$ cat src/rtl/fetch_stage.sv
// Instruction-fetch stage: fetch PC, imem request, F/D pipeline register, one-entry skid buffer, redirect handling.
// Optional performance counters are enabled by defining FETCH_PERF_CNT_EN.
module fetch_stage #(
  parameter int unsigned    N        = 32,
  parameter logic [N-1:0]   RESET_PC = '0
) (
  input  logic           clk,
  input  logic           rst_n,
  input  logic           stall_d,
  input  logic           redirect_en,
  input  logic [N-1:0]   redirect_pc,
  output logic           imem_req,
  output logic [N-1:0]   imem_addr,
  input  logic           imem_ready,
  input  logic [N-1:0]   imem_rdata,
  output logic [N-1:0]   inst_d,
  output logic [N-1:0]   pc_d,
  output logic           valid_d,
  output logic [31:0]    perf_fetched,
  output logic [31:0]    perf_stall,
  output logic [1:0]     o_dbg_state
);

  typedef enum logic [1:0] {
    S_FETCH   = 2'd0,
    S_HOLD    = 2'd1,
    S_DISCARD = 2'd2
  } state_t;

  localparam logic [N-1:0] ALIGN_MASK = ~(N'(3));

  state_t       r_state, w_state_n;
  logic [N-1:0] r_pc_f, w_pc_f_n;
  logic [N-1:0] r_skid, w_skid_n;
  logic [N-1:0] r_tgt_q, w_tgt_q_n;
  logic [N-1:0] r_inst_d, w_inst_d_n;
  logic [N-1:0] r_pc_d, w_pc_d_n;
  logic         r_valid_d, w_valid_d_n;
  logic         w_xfer;
  logic [N-1:0] w_rpc;
  logic [N-1:0] w_pc_inc;

  // Handshake: a request transfers on a rising edge where imem_req && imem_ready;
  // imem_rdata is valid in that same cycle, and imem_req/imem_addr hold until it happens.
  assign imem_req    = (r_state != S_HOLD);
  assign imem_addr   = r_pc_f;
  assign w_xfer      = imem_req && imem_ready;
  assign w_rpc       = redirect_pc & ALIGN_MASK;
  assign w_pc_inc    = r_pc_f + N'(4);
  assign inst_d      = r_inst_d;
  assign pc_d        = r_pc_d;
  assign valid_d     = r_valid_d;
  assign o_dbg_state = r_state;

  always_comb begin
    w_state_n   = r_state;
    w_pc_f_n    = r_pc_f;
    w_skid_n    = r_skid;
    w_tgt_q_n   = r_tgt_q;
    w_inst_d_n  = r_inst_d;
    w_pc_d_n    = r_pc_d;
    w_valid_d_n = r_valid_d;
    unique case (r_state)
      S_FETCH: begin
        if (redirect_en) begin
          w_valid_d_n = 1'b0;
          if (w_xfer) begin
            w_pc_f_n = w_rpc;
          end else begin
            w_tgt_q_n = w_rpc;
            w_state_n = S_DISCARD;
          end
        end else if (w_xfer) begin
          w_pc_f_n = w_pc_inc;
          if (!stall_d) begin
            w_inst_d_n  = imem_rdata;
            w_pc_d_n    = w_pc_inc;
            w_valid_d_n = 1'b1;
          end else begin
            w_skid_n  = imem_rdata;
            w_state_n = S_HOLD;
          end
        end else if (!stall_d) begin
          w_valid_d_n = 1'b0;
        end
      end
      S_HOLD: begin
        // pc_f already points past the buffered word, so it is the decode-side pc.
        if (redirect_en) begin
          w_valid_d_n = 1'b0;
          w_pc_f_n    = w_rpc;
          w_state_n   = S_FETCH;
        end else if (!stall_d) begin
          w_inst_d_n  = r_skid;
          w_pc_d_n    = r_pc_f;
          w_valid_d_n = 1'b1;
          w_state_n   = S_FETCH;
        end
      end
      S_DISCARD: begin
        w_valid_d_n = 1'b0;
        if (redirect_en) begin
          w_tgt_q_n = w_rpc;
          if (w_xfer) begin
            w_pc_f_n  = w_rpc;
            w_state_n = S_FETCH;
          end
        end else if (w_xfer) begin
          w_pc_f_n  = r_tgt_q;
          w_state_n = S_FETCH;
        end
      end
      default: w_state_n = S_FETCH;
    endcase
  end

  always_ff @(posedge clk or negedge rst_n) begin
    if (!rst_n) begin
      r_state   <= S_FETCH;
      r_pc_f    <= RESET_PC;
      r_skid    <= '0;
      r_tgt_q   <= '0;
      r_inst_d  <= '0;
      r_pc_d    <= '0;
      r_valid_d <= 1'b0;
    end else begin
      r_state   <= w_state_n;
      r_pc_f    <= w_pc_f_n;
      r_skid    <= w_skid_n;
      r_tgt_q   <= w_tgt_q_n;
      r_inst_d  <= w_inst_d_n;
      r_pc_d    <= w_pc_d_n;
      r_valid_d <= w_valid_d_n;
    end
  end

`ifdef FETCH_PERF_CNT_EN
  logic [31:0] r_perf_fetched;
  logic [31:0] r_perf_stall;
  logic        w_load;

  // A valid instruction enters F/D from either the memory (FETCH) or the skid (HOLD).
  assign w_load = !redirect_en && !stall_d &&
                  (((r_state == S_FETCH) && w_xfer) || (r_state == S_HOLD));

  always_ff @(posedge clk or negedge rst_n) begin
    if (!rst_n) begin
      r_perf_fetched <= '0;
      r_perf_stall   <= '0;
    end else begin
      if (w_load) r_perf_fetched <= r_perf_fetched + 32'd1;
      if (stall_d) r_perf_stall <= r_perf_stall + 32'd1;
    end
  end

  assign perf_fetched = r_perf_fetched;
  assign perf_stall   = r_perf_stall;
`else
  assign perf_fetched = '0;
  assign perf_stall   = '0;
`endif

endmodule

$ cat config.mk
export PLATFORM = sky130hd
export DESIGN_NAME = fetch_stage
export DESIGN_NICKNAME = d
export VERILOG_FILES = /design/src/rtl/fetch_stage.sv
export SDC_FILE = /design/constraint.sdc
export NUM_CORES = 1
export LEC_CHECK = 0
export ABC_AREA = 1
export CORE_UTILIZATION = 46
export DETAILED_ROUTE_END_ITERATION = 10
export PLACE_DENSITY_LB_ADDON = 0.1
export SLEW_MARGIN = 20
export SYNTH_ARGS = -nofsm -noshare
export SYNTH_HDL_FRONTEND = slang
export SYNTH_SLANG_ARGS = --single-unit
$ cat constraint.sdc
create_clock -name clk -period 1.8 [get_ports clk]
set_clock_uncertainty 0.15 [all_clocks]
set_input_delay 0.36 -clock clk [delete_from_list [all_inputs] [get_ports clk]]
set_output_delay 0.36 -clock clk [all_outputs]
set_load 0.03 [all_outputs]
==> reports/metrics.cfg <==
[status]
status=complete, but fails checks
violations=setup timing

[worst_setup_path]
reg2reg_depth=10
critPathKind=reg2reg
reg2reg_from=o_dbg_state[1]
crit_family=buffers and inverters
slowest_stage=dfrtp_2
worstSetupEndpointType=flop
path_max_fanout=8
path_buf_inv=6
start_kind=flop
r2r_slack_ps=-390
max_stage_delay_ps=390
crit_path_frequent_cell=buf_6
cp.arrival_ps=2400
reg2reg_to=r_tgt_q[31]
path_cells=inv_4 -> buf_6 -> ha_4 -> buf_6 -> o211ai_1 -> buf_4 -> buf_6 -> buf_12 -> nand2_2 -> o21ai_1
crit_required_ps=2010

[synth]
netlist_area_um2=9490
synth_edf_count=0
synthArstFlopShare_pct=100
synth_cells=1292
synth_area_leaders=dfrtp_1 42%, nand2_1 18%, buf_4 5.8%, a21oi_1 4.2%, nor2_1 4.0%
synth_flop_cell=dfrtp_1
ys_ff_latch=161
synth_area_leader_cell=dfrtp_1
synth_top_area_share_pct=42.4
ys_types=35
synth_common_cells=444 x nand2_1, 161 x dfrtp_1, 102 x nor2_1, 82 x inv_1, 79 x a21oi_1
syn_area_per_cell_um2=7.35
synth_warnings=0
synth.most_common_cell=nand2_1
synth_seq_area_share_pct=42.4

[cells_and_area]
area_growth_pct=61.1
layout.cells.non_filler=1905
post-route-util_pct=75.6
antenna_cells=0
drive_gt1_share_pct=32.0
nets=1697

[cts]
root_buffer=clkbuf_16
cts.clk_slew.worst_paths_ps=80
clockBufferDepth=2
cts_tree=built
htreeDepth=4
cts_sinks=161
cts_buffers=17
insertion_delay_ps=450

[timing]
hold_viol_final=0
grt_setup_unrepaired=yes
drv_slew=0
fin_crit_ps=2190
fin_ws_ps=-388
tns_ps=-31940
fin_crit_sh_pct=122
final-setup-viol-count=164
fmax_mhz=457

[floorplanning]
core_area_um2=20200
die_h_um=146
ioPinCount=233
die_w_um=146
start_util_pct=46.9
rows=52
dieArea_um2=21200

[route]
drt-vias-per-instance=5.58
finalWirelength_um=38800
vias=10638
ant_nets=0
drc=0
wire_per_inst_um=20.3
firstDrtPassIters=5
drt_iter0_drc=697

[placement]
place_ws_ps=-501
io_buffers=166
dp_hpwl_um=22300
dp.cells=1798
gp_congestion=0.929

[global_route]
grt_pass1_wl_um=54300
grt_max_degree=51
use_met2_pct=54.7
antenna_found_initial=1
grt_overflow=0
track_usage_pct=33.3
grt_pass1_vias=10147
use_met1_pct=41.6
grt-busiest-layer=met2
grt_use_met3_pct=6.30

[pwr]
p_leak_nw=7.27
power_density_nw_per_um2=2000
peakVddDrop_v=0.00108

[worst_hold_path]
hp-class=in2async

[run]
cap_violations=0

-- state kept, by name, summed over array words and instances (netlist names) --
| signal | flops |
|---|---|
| r_tgt_q | 30 |
| inst_d | 32 |
| pc_d | 32 |
| r_skid | 32 |
| o_dbg_state | 2 |
| imem_addr | 32 |
| valid_d | 1 |
-- cell usage in the layout (no fill, tap or decap), types with 11 or more instances in the layout --
cell type	n
nand2_1	386
a21oi_4	16
nor2_4	15
nor2_1	82
dlygate4sd2_1	67
nand2_4	21
clkbuf_16	30
o21ai_0	17
mux2_4	30
nand3_1	51
buf_12	37
buf_6	28
a21oi_2	25
a31oi_1	50
clkdlybuf4s50_1	65
nand2_2	39
a21oi_1	39
buf_4	126
o21ai_1	33
conb_1	64
inv_1	77
buf_16	14
buf_2	16
xor2_1	11
dfrtp_1	152
o21ai_2	29
-- routing by layer --
layer / wire length, um / vias up
met5: 0 / -
met4: 2330 / 0
met3: 3460 / 169
met2: 18200 / 640
met1: 14800 / 5098
li1: - / 4731
-- metrics by stage --
stage / instance area [um2] / hold slack (ps) / power (mW)
4_1_cts: 14300 / 226 / 28.2
3_3_place_gp: 12300 / 126 / 21.0
5_1_grt: 15300 / 235 / 32.0
3_5_place_dp: 12300 / 125 / 21.2
6_report: 15300 / 212 / 30.6
2_1_floorplan: 9830 / -85.6 / 15.0
-- cell families after synthesis --
| family | count (synthesis) | share of synthesized area (%) |
|---|---|---|
| other | 1 | 0.0395 |
| multiplexers | 32 | 3.80 |
| flip-flops | 161 | 42.4 |
| XOR/XNOR | 14 | 1.29 |
| buffers and inverters | 223 | 12.1 |
| AND/OR/NAND/NOR | 619 | 25.9 |
| adder cells (fa/ha/maj) | 6 | 0.791 |
| AO/OA/AOI/OAI | 236 | 13.7 |
-- final cells by class --
class | instances | area [um2]
multi-input combinational | 971 | 5700
fill | 1441 | 4940
timing repair buffer | 384 | 4260
sequential | 161 | 4040
clock buffer | 17 | 425
inverter | 87 | 357
tap | 270 | 338
clock inverter | 15 | 180
-- worst max path at each step --
stage,start,endpoint,slack (ps),depth (start not counted)
6_report,o_dbg_state[1],r_tgt_q[31],-390,10
5_1_grt,o_dbg_state[1],r_tgt_q[31],-440,10
4_1_cts,o_dbg_state[0],r_skid[4],-240,7
3_5_place_dp,imem_ready,r_skid[3],-500,7
3_3_place_gp,imem_ready,r_skid[5],-500,7
2_1_floorplan,o_dbg_state[1],r_skid[21],-170,7
-- what timing repair did --
item / in CTS / in global routing
pin swaps: 39 / 37
hold buffers: 1 / 0
resized for setup: 424 / 211
gates cloned: 19 / 13
endpoints found under the setup margin: 259 / 174
endpoints found under the hold margin: 28 / 0
setup buffers: 38 / 15
-- power by group --
part           total [mW]  internal, mW  switching, mW
sequential           6.80          5.41           1.40
combinational        20.0          8.63           11.4
clock                3.79          1.89           1.89
-- worst register-to-register path: stages, from the launching register on --
cell and delay, ps:
dfrtp_2 390, inv_4 50, buf_6 120, ha_4 180, buf_6 120, o211ai_1 370
buf_4 240, buf_6 140, buf_12 150, nand2_2 60, o21ai_1 120
No activity file was read; power rests on OpenSTA's default activity.
